===== src/rtl/pipe_pkg.sv =====
// Shared definitions for the generic pipeline stage register.
package pipe_pkg;

  // Stage fill state: how many beats the stage currently holds.
  typedef enum logic [1:0] {
    EMPTY = 2'd0,
    ONE   = 2'd1,
    FULL  = 2'd2
  } state_t;

  // Default field widths for the per-stage registers.
  localparam int unsigned XLEN          = 32;
  localparam int unsigned ID_EX_CTRL_W  = 8;
  localparam int unsigned EX_MEM_CTRL_W = 5;
  localparam int unsigned MEM_WB_CTRL_W = 3;

  // Beat count held by a stage given its two slot valid bits.
  function automatic logic [1:0] beat_count(input logic main_v, input logic skid_v);
    return {1'b0, main_v} + {1'b0, skid_v};
  endfunction

endpackage


===== src/rtl/pipe_slot.sv =====
// One pipeline slot: valid + control + data register with load and clear.
// Clear has priority over load and always zeroes valid and control, so an
// empty slot presents a bubble. Data is cleared only when CLR_DATA=1.
module pipe_slot #(
  parameter int unsigned DATA_W   = 32,
  parameter int unsigned CTRL_W   = 8,
  parameter bit          CLR_DATA = 1'b0
) (
  input  logic              clk,
  input  logic              rst_n,
  input  logic              load,
  input  logic              clear,
  input  logic [CTRL_W-1:0] d_ctrl,
  input  logic [DATA_W-1:0] d_data,
  output logic              valid,
  output logic [CTRL_W-1:0] ctrl,
  output logic [DATA_W-1:0] data
);

  // Valid and control: reset/clear to a bubble, otherwise load new beat.
  always_ff @(posedge clk or negedge rst_n) begin
    if (!rst_n) begin
      valid <= 1'b0;
      ctrl  <= '0;
    end else if (clear) begin
      valid <= 1'b0;
      ctrl  <= '0;
    end else if (load) begin
      valid <= 1'b1;
      ctrl  <= d_ctrl;
    end
  end

  generate
    if (CLR_DATA) begin : g_data_clr
      // Data register zeroed on reset and clear.
      always_ff @(posedge clk or negedge rst_n) begin
        if (!rst_n) begin
          data <= '0;
        end else if (clear) begin
          data <= '0;
        end else if (load) begin
          data <= d_data;
        end
      end
    end else begin : g_data_hold
      // Data register without reset; holds its value when the slot empties.
      always_ff @(posedge clk) begin
        if (load && !clear) begin
          data <= d_data;
        end
      end
    end
  endgenerate

endmodule


===== src/rtl/pipe_stage_skid.sv =====
// Generic pipeline stage register with valid/ready handshake and an optional
// 2-entry skid buffer (main slot = head beat, skid slot = younger beat).
module pipe_stage_skid
  import pipe_pkg::*;
#(
  parameter int unsigned DATA_W   = XLEN,
  parameter int unsigned CTRL_W   = ID_EX_CTRL_W,
  parameter bit          SKID     = 1'b1,
  parameter bit          CLR_DATA = 1'b0
) (
  input  logic              clk,
  input  logic              rst_n,
  input  logic              flush,
  input  logic              in_valid,
  output logic              in_ready,
  input  logic [CTRL_W-1:0] in_ctrl,
  input  logic [DATA_W-1:0] in_data,
  output logic              out_valid,
  input  logic              out_ready,
  output logic [CTRL_W-1:0] out_ctrl,
  output logic [DATA_W-1:0] out_data,
  output logic [1:0]        occupancy
);

  state_t            state_q, state_d;
  logic              in_ready_q;
  logic              accept, drain;
  logic              main_load, main_clr, skid_load, skid_clr;
  logic [CTRL_W-1:0] main_d_ctrl;
  logic [DATA_W-1:0] main_d_data;
  logic              main_valid, skid_valid;
  logic [CTRL_W-1:0] main_ctrl, skid_ctrl;
  logic [DATA_W-1:0] main_data, skid_data;

  assign drain = main_valid & out_ready;
  assign accept = in_valid & in_ready & ~flush;

  // Next state and slot load/clear strobes; flush overrides everything.
  // With SKID=0 the in_ready equation guarantees ONE+accept implies drain,
  // so the same decode never reaches FULL and never loads the skid slot.
  always_comb begin
    state_d     = state_q;
    main_load   = 1'b0;
    main_clr    = flush;
    skid_load   = 1'b0;
    skid_clr    = flush;
    main_d_ctrl = in_ctrl;
    main_d_data = in_data;
    if (flush) begin
      state_d = EMPTY;
    end else begin
      case (state_q)
        EMPTY: begin
          if (accept) begin
            main_load = 1'b1;
            state_d   = ONE;
          end
        end
        ONE: begin
          if (accept && drain) begin
            main_load = 1'b1;
          end else if (accept) begin
            skid_load = 1'b1;
            state_d   = FULL;
          end else if (drain) begin
            main_clr = 1'b1;
            state_d  = EMPTY;
          end
        end
        FULL: begin
          if (drain) begin
            main_load   = 1'b1;
            main_d_ctrl = skid_ctrl;
            main_d_data = skid_data;
            skid_clr    = 1'b1;
            state_d     = ONE;
          end
        end
        default: state_d = EMPTY;
      endcase
    end
  end

  // Fill-state register and registered in_ready (ready unless going FULL).
  always_ff @(posedge clk or negedge rst_n) begin
    if (!rst_n) begin
      state_q    <= EMPTY;
      in_ready_q <= 1'b1;
    end else begin
      state_q    <= state_d;
      in_ready_q <= (state_d != FULL);
    end
  end

  pipe_slot #(
    .DATA_W   (DATA_W),
    .CTRL_W   (CTRL_W),
    .CLR_DATA (CLR_DATA)
  ) u_main (
    .clk    (clk),
    .rst_n  (rst_n),
    .load   (main_load),
    .clear  (main_clr),
    .d_ctrl (main_d_ctrl),
    .d_data (main_d_data),
    .valid  (main_valid),
    .ctrl   (main_ctrl),
    .data   (main_data)
  );

  generate
    if (SKID) begin : g_skid
      pipe_slot #(
        .DATA_W   (DATA_W),
        .CTRL_W   (CTRL_W),
        .CLR_DATA (CLR_DATA)
      ) u_skid (
        .clk    (clk),
        .rst_n  (rst_n),
        .load   (skid_load),
        .clear  (skid_clr),
        .d_ctrl (in_ctrl),
        .d_data (in_data),
        .valid  (skid_valid),
        .ctrl   (skid_ctrl),
        .data   (skid_data)
      );
      assign in_ready = in_ready_q;
    end else begin : g_noskid
      assign skid_valid = 1'b0;
      assign skid_ctrl  = '0;
      assign skid_data  = '0;
      assign in_ready   = out_ready | ~main_valid;
    end
  endgenerate

  assign out_valid = main_valid;
  assign out_ctrl  = main_ctrl;
  assign out_data  = main_data;
  assign occupancy = beat_count(main_valid, skid_valid);

endmodule

===== config.mk =====
export PLATFORM = sky130hd
export DESIGN_NAME = pipe_stage_skid
export DESIGN_NICKNAME = d
export VERILOG_FILES = /design/src/rtl/pipe_pkg.sv /design/src/rtl/pipe_slot.sv /design/src/rtl/pipe_stage_skid.sv
export SDC_FILE = /design/constraint.sdc
export NUM_CORES = 1
export LEC_CHECK = 0
export CORE_MARGIN = 2
export CORE_UTILIZATION = 53
export DETAILED_ROUTE_END_ITERATION = 8
export PLACE_DENSITY = 0.88
export SETUP_SLACK_MARGIN = 0.15
export SYNTH_ARGS = -nofsm -noshare
export SYNTH_HDL_FRONTEND = slang
export SYNTH_HIERARCHICAL = 1
export SYNTH_SLANG_ARGS = --single-unit

===== constraint.sdc =====
create_clock -name clk -period 5.67 [get_ports clk]
set_input_delay 0.567 -clock clk [delete_from_list [all_inputs] [get_ports clk]]
set_output_delay 0.567 -clock clk [all_outputs]
set_load 0.1 [all_outputs]

# Yosys cells after proc, flatten, opt, wreduce, memory -nomap -nowiden
# Cells that the tools add are included.
[word_totals] in_bits=45 ff_bits=85
[op_classes] muxes=35 bitwise_logic=4 eq_ne=3 n_addsub=1 reduce_logical=8
[ops] op="32-bit two-way mux" count=3
[ops] op="8-bit two-way mux" count=7
[ops] op="1-bit two-way mux" count=17
[ops] op="2-bit two-way mux" count=6
[ops] op="2-bit one-hot mux with 3 select lines" count=1
[ops] op="2-bit nonzero test" count=2
[ops] op="1-bit bitwise AND" count=3
[ops] op="1-bit logical AND" count=3
[ops] op="1-bit one-hot mux with 3 select lines" count=1
[ops] op="1-bit by 1-bit adder with 2-bit output" count=1
[ops] op="2-bit by 1-bit equality test with 1-bit output, second input constant" count=1
[ops] op="2-bit equality test, second input constant" count=1
[ops] op="1-bit zero test" count=2
[ops] op="2-bit zero test" count=1
[ops] op="2-bit != test, second input constant" count=1
[ops] op="1-bit NOT" count=1

# Logic depth before layout (Yosys ltp)
[logic_depth] ltp_word=8 mapped_depth=6 mapped_depth_nobuf=5

# Cells and area by module
# Netlist, hierarchy kept.
[by_module_without_submodules] mod="pipe_slot" cells_per_inst=62 seq_area_each_um2=1186.1 instances=2 area_per_inst_um2=1326.3
[by_module_without_submodules] mod="pipe_stage_skid" cells_per_inst=67 seq_area_each_um2=76.3 instances=1 area_per_inst_um2=922.1

# Least setup slack after synthesis
# Ideal clock, no wire load.
[synth_path] path_type="register to register" from="register u_main.valid" to="register u_main.data[0] (enable)" t_required_ps=5245 path_slack_ps=2123 synth_period_minus_slack_ps=3547 n_path_buf=1 path_stages_with_launch=5 arrival_time_ps=3122 setup_ps=425 cell_sequence="dfrtp_1 -> o211ai_1 -> a21oi_1 -> buf_6 -> nor2b_1"
[synth_between] elab_cells_between_ends=12 cone_classes="8 x mux; 1 x bitwise; 3 x reduce/logical"
[synth_lines] element="from (decl)" line_no="pipe_slot.sv:15" source="output logic valid,"
[synth_lines] element="from (signal assigned)" line_no="pipe_slot.sv:23" source="valid <= 1'b0;"
[synth_lines] element="from (signal assigned)" line_no="pipe_slot.sv:26" source="valid <= 1'b0;"
[synth_lines] element="from (signal assigned)" line_no="pipe_slot.sv:29" source="valid <= 1'b1;"
[synth_lines] element="1-bit bitwise AND (*)" line_no="pipe_stage_skid.sv:35" source="assign drain = main_valid & out_ready;"
[synth_lines] element="1-bit logical AND" line_no="pipe_stage_skid.sv:60" source="if (accept && drain) begin"
[synth_lines] element="1-bit two-way mux" line_no="pipe_stage_skid.sv:60"
[synth_lines] element="1-bit one-hot mux with 3 select lines (*)" line_no="pipe_stage_skid.sv:52" source="case (state_q)"
[synth_lines] element="1-bit two-way mux (*)" line_no="pipe_stage_skid.sv:49" source="if (flush) begin"
[synth_lines] element="net main_load" line_no="pipe_stage_skid.sv:28" source="logic main_load, main_clr, skid_load, skid_clr;"
[synth_lines] element="1-bit logical AND (*)" line_no="pipe_slot.sv:49" source="if (load && !clear) begin"
[synth_lines] element="to (signal assigned)" line_no="pipe_slot.sv:50" source="data <= d_data;"
[synth_lines] element="to (decl)" line_no="pipe_slot.sv:17" source="output logic [DATA_W-1:0] data"
# The timed path passes the listed nets; every way through them passes the cells marked *.
# A chain may end at the register's enable or synchronous reset.

# Worst setup path after layout
[layout_path] from="input flush" to="register g_skid.u_skid.data[27] (enable)"
[layout_between] elab_chain_cells=7 elab_cells_between_ends=10 cone_classes="5 x mux; 2 x bitwise; 3 x reduce/logical"
[layout_rtl] element="from (decl)" line_no="pipe_stage_skid.sv:13" source="input logic flush,"
[layout_rtl] element="1-bit NOT" line_no="pipe_stage_skid.sv:36" source="assign accept = in_valid & in_ready & ~flush;"
[layout_rtl] element="1-bit bitwise AND" line_no="pipe_stage_skid.sv:36"
[layout_rtl] element="1-bit two-way mux or 1-bit logical AND (tied branches)" line_no="pipe_stage_skid.sv:62, pipe_stage_skid.sv:60"
[layout_rtl] element="1-bit two-way mux" line_no="pipe_stage_skid.sv:60"
[layout_rtl] element="1-bit two-way mux" line_no="pipe_stage_skid.sv:52"
[layout_rtl] element="1-bit two-way mux (*)" line_no="pipe_stage_skid.sv:49"
[layout_rtl] element="net skid_load" line_no="pipe_stage_skid.sv:28"
[layout_rtl] element="1-bit logical AND (*)" line_no="pipe_slot.sv:49"
[layout_rtl] element="to (signal assigned)" line_no="pipe_slot.sv:50"
[layout_rtl] element="to (decl)" line_no="pipe_slot.sv:17"
# Marks and branches as above.

==> run metrics <==
CTS clk-pin slew, worst paths 80 ps; Syn Area/Cell 18.7 sq um; nets 329; Clock Tree Root clkbuf_8; max_slew headroom 32.6%; DR DRC count 0; CP Launch Type primary input; synthesized area 3570 sq um; P_int 1.03 mW; worst path cell trace clkdlybuf4s50_1 -> a21oi_1 -> and3_1 -> nor2b_4; outcome finished clean; logic gate share of total power 16.2%; initial antenna violation count 0; final hold violation count 0; CP max-delay cell nor2b_4; Clock Power Share 33.5%; most common cell after layout, fill and taps aside clkdlybuf4s50_1; worst hold slack 530 ps; core area 6420 sq um; DR vias/cell 5.15; total setup buffers inserted after CTS 0; crit path DAT 2830 ps; HP Class register to register; Crit path largest cell delay 830 ps; RSZ-0062 raised after global routing false; Worst-Margin Slew 1010 ps; Final period util 50.5%; Clock Latency Late Sink 340 ps; share of cells above drive strength 1 21.5%; Adder-Cell Fraction of Synth Area 0.350%; yosys warns 6; critical path buffer and inverter count 1; Total Routing Usage GR 17.1%; DP HPWL 4.23 mm; minimum clock period after layout 2870 ps; Ports 89; critical path class primary input to register; R2R cell count 3; simple-gate share of the synthesized area 5.25%; most frequent cells in the layout clkdlybuf4s50_1, edfxtp_1, mux2_4; Net Sw Power 370 uW; DR pass1 iterations 4; fmax 349 MHz; final setup skew 7.05 ps; Max rail drop VDD 0.243 mV; clock buffer count from CTS 9; per-cell routed wire length 16.8 um; CTS resizes 0; xor and xnor fraction of the mapped netlist area 0%; clock sinks 85; flop-to-flop setup slack 3130 ps; Power Density 298 nW/um^2; fraction of the yosys area taken by sequential cells 68.5%; non-filler cells, final 365; Placer Congestion 0.769; proportion of synthesized area in mux cells 21.3%; setup TNS 0 ps; total chip power 1.40 mW; Min-Delay Startpoint g_skid.u_skid/ctrl[3]$_DFFE_PN0P_; Synth Register Bits 85; hold worst-path end g_skid.u_skid/ctrl[3]$_DFFE_PN0P_; CP required 5640 ps; max_cap viols 0; row count 29; Max Slew Vio Count 0; Syn Nets 237; main combinational cell family by area after synthesis multiplexers; Starting Density 55.7%; vias 1880; crit end category register; Reg power frac 50.3%; Leakage Power 1.77 nW; hold path depth 2; Cells after DPL 349; DRT Wirelength 6.13 mm; clock buffer depth 2; grt ovf 0; die width 86.1 um; die height 86.1 um; Sw Share 26.5%; hold buffer count at CTS 0; Max H-tree Level 3; Max FO, Critical Path 32; synth unique cells 25; largest net degree at the start of global routing 41; starting DRC count in detailed routing 95; port buffer count 88; final setup vio count 0; Antenna Cells 0; Die ar. 7420 sq um; vias in the first global route 1882; Gate Count Post-Synth 191; first-pass GRT wire length 9.41 mm; reg-to-reg critical path endpoint g_skid.u_skid/data[27]$_DFFE_PP_; worst r2r src u_main/valid$_DFFE_PN0P_; Compound-Gate Fraction of Synth Area 1.47%; critical path's top delay family simple AND/OR/NAND/NOR gates; CTS tree done; post-route ant nets 0; synthesis-to-layout area growth 31.0%
cells in the mapped netlist (all sizes together):
cell type | instances | area share, %
dfrtp | 20 | 14
nor2 | 21 | 2.7
nand2 | 1 | 0.10
ha | 1 | 0.35
nand2b | 1 | 0.18
o211ai | 1 | 0.21
or2b | 1 | 0.21
edfxtp | 64 | 54
nor2b | 5 | 0.88
dfstp | 1 | 0.74
o21a | 1 | 0.21
and3b | 1 | 0.25
nand4b | 1 | 0.66
o21ai | 1 | 0.14
mux2i | 16 | 4.5
and3 | 1 | 0.18
mux2 | 40 | 17
clkbuf | 2 | 0.28
a41o | 1 | 0.31
nand3 | 1 | 0.14
a31oi | 1 | 0.18
a21oi | 3 | 0.42
buf | 6 | 2.9
final cells by class:
class	instances	area, sq um
fillers	406	1740
well taps	77	96.3
multi-input cells	98	1030
flip-flops and latches	85	2450
clock buffers	10	128
repair buffers	89	888
clock inverters	6	95.1
power groups by stage:
| stage | combinational, mW | sequential, mW | clock [mW] |
|---|---|---|---|
| after floorplan | 0.0630 | 0.808 | 0 |
| after global placement | 0.224 | 0.717 | 0 |
| after detailed placement | 0.228 | 0.717 | 0 |
| after CTS | 0.229 | 0.704 | 0.479 |
| after global routing | 0.237 | 0.706 | 0.505 |
| final | 0.227 | 0.704 | 0.468 |
worst register-to-register path: stages (launching register included):
cell     delay [ps]
dfrtp_1         490
a21oi_1         260
and3_1          550
nor2b_4         840
worst max-delay path by stage:
stage,from,to,slack [ps],cells past startpoint
2_1_floorplan,u_main/valid$_DFFE_PN0P_,u_main/data[0]$_DFFE_PP_,2120,4
3_3_place_gp,flush,g_skid.u_skid/data[14]$_DFFE_PP_,2520,4
3_5_place_dp,flush,g_skid.u_skid/data[7]$_DFFE_PP_,2440,4
4_1_cts,u_main/valid$_DFFE_PN0P_,occupancy[0],2800,2
5_1_grt,flush,g_skid.u_skid/data[26]$_DFFE_PP_,2650,4
6_report,flush,g_skid.u_skid/data[27]$_DFFE_PP_,2800,4
cell families after synthesis:
kind of cell             count (synthesis)
AO/OA/AOI/OAI                            8
buffers and inverters                    8
AND/OR/NAND/NOR                         33
flip-flops                              85
adder cells (fa/ha/maj)                  1
multiplexers                            56
routing by layer:
metal	share of wire, %	track usage [%]	vias up
met3	4.8	4.72	10
met5	0	0	-
met2	51	27.6	59
met1	42	21.8	907
met4	2.0	7.65	0
li1	-	-	904
sequential cells by signal, summed over array words and instances (netlist names):
register	cells
u_main/data	32
u_main/valid	1
g_skid.u_skid/ctrl	8
in_ready	1
g_skid.u_skid/data	32
state_q	2
u_main/ctrl	8
g_skid.u_skid/valid	1
metrics by stage:
stage / worst slack, ps / cell area, sq um / utilization, %
after floorplan: 2120 / 3570 / -
after global placement: 2520 / 4460 / 69.5
after detailed placement: 2440 / 4460 / 69.5
after CTS: 2800 / 4680 / 72.9
after global routing: 2650 / 4680 / 72.9
final: 2800 / 4680 / 72.9
Note: power is estimated with default switching activity, not from simulation.
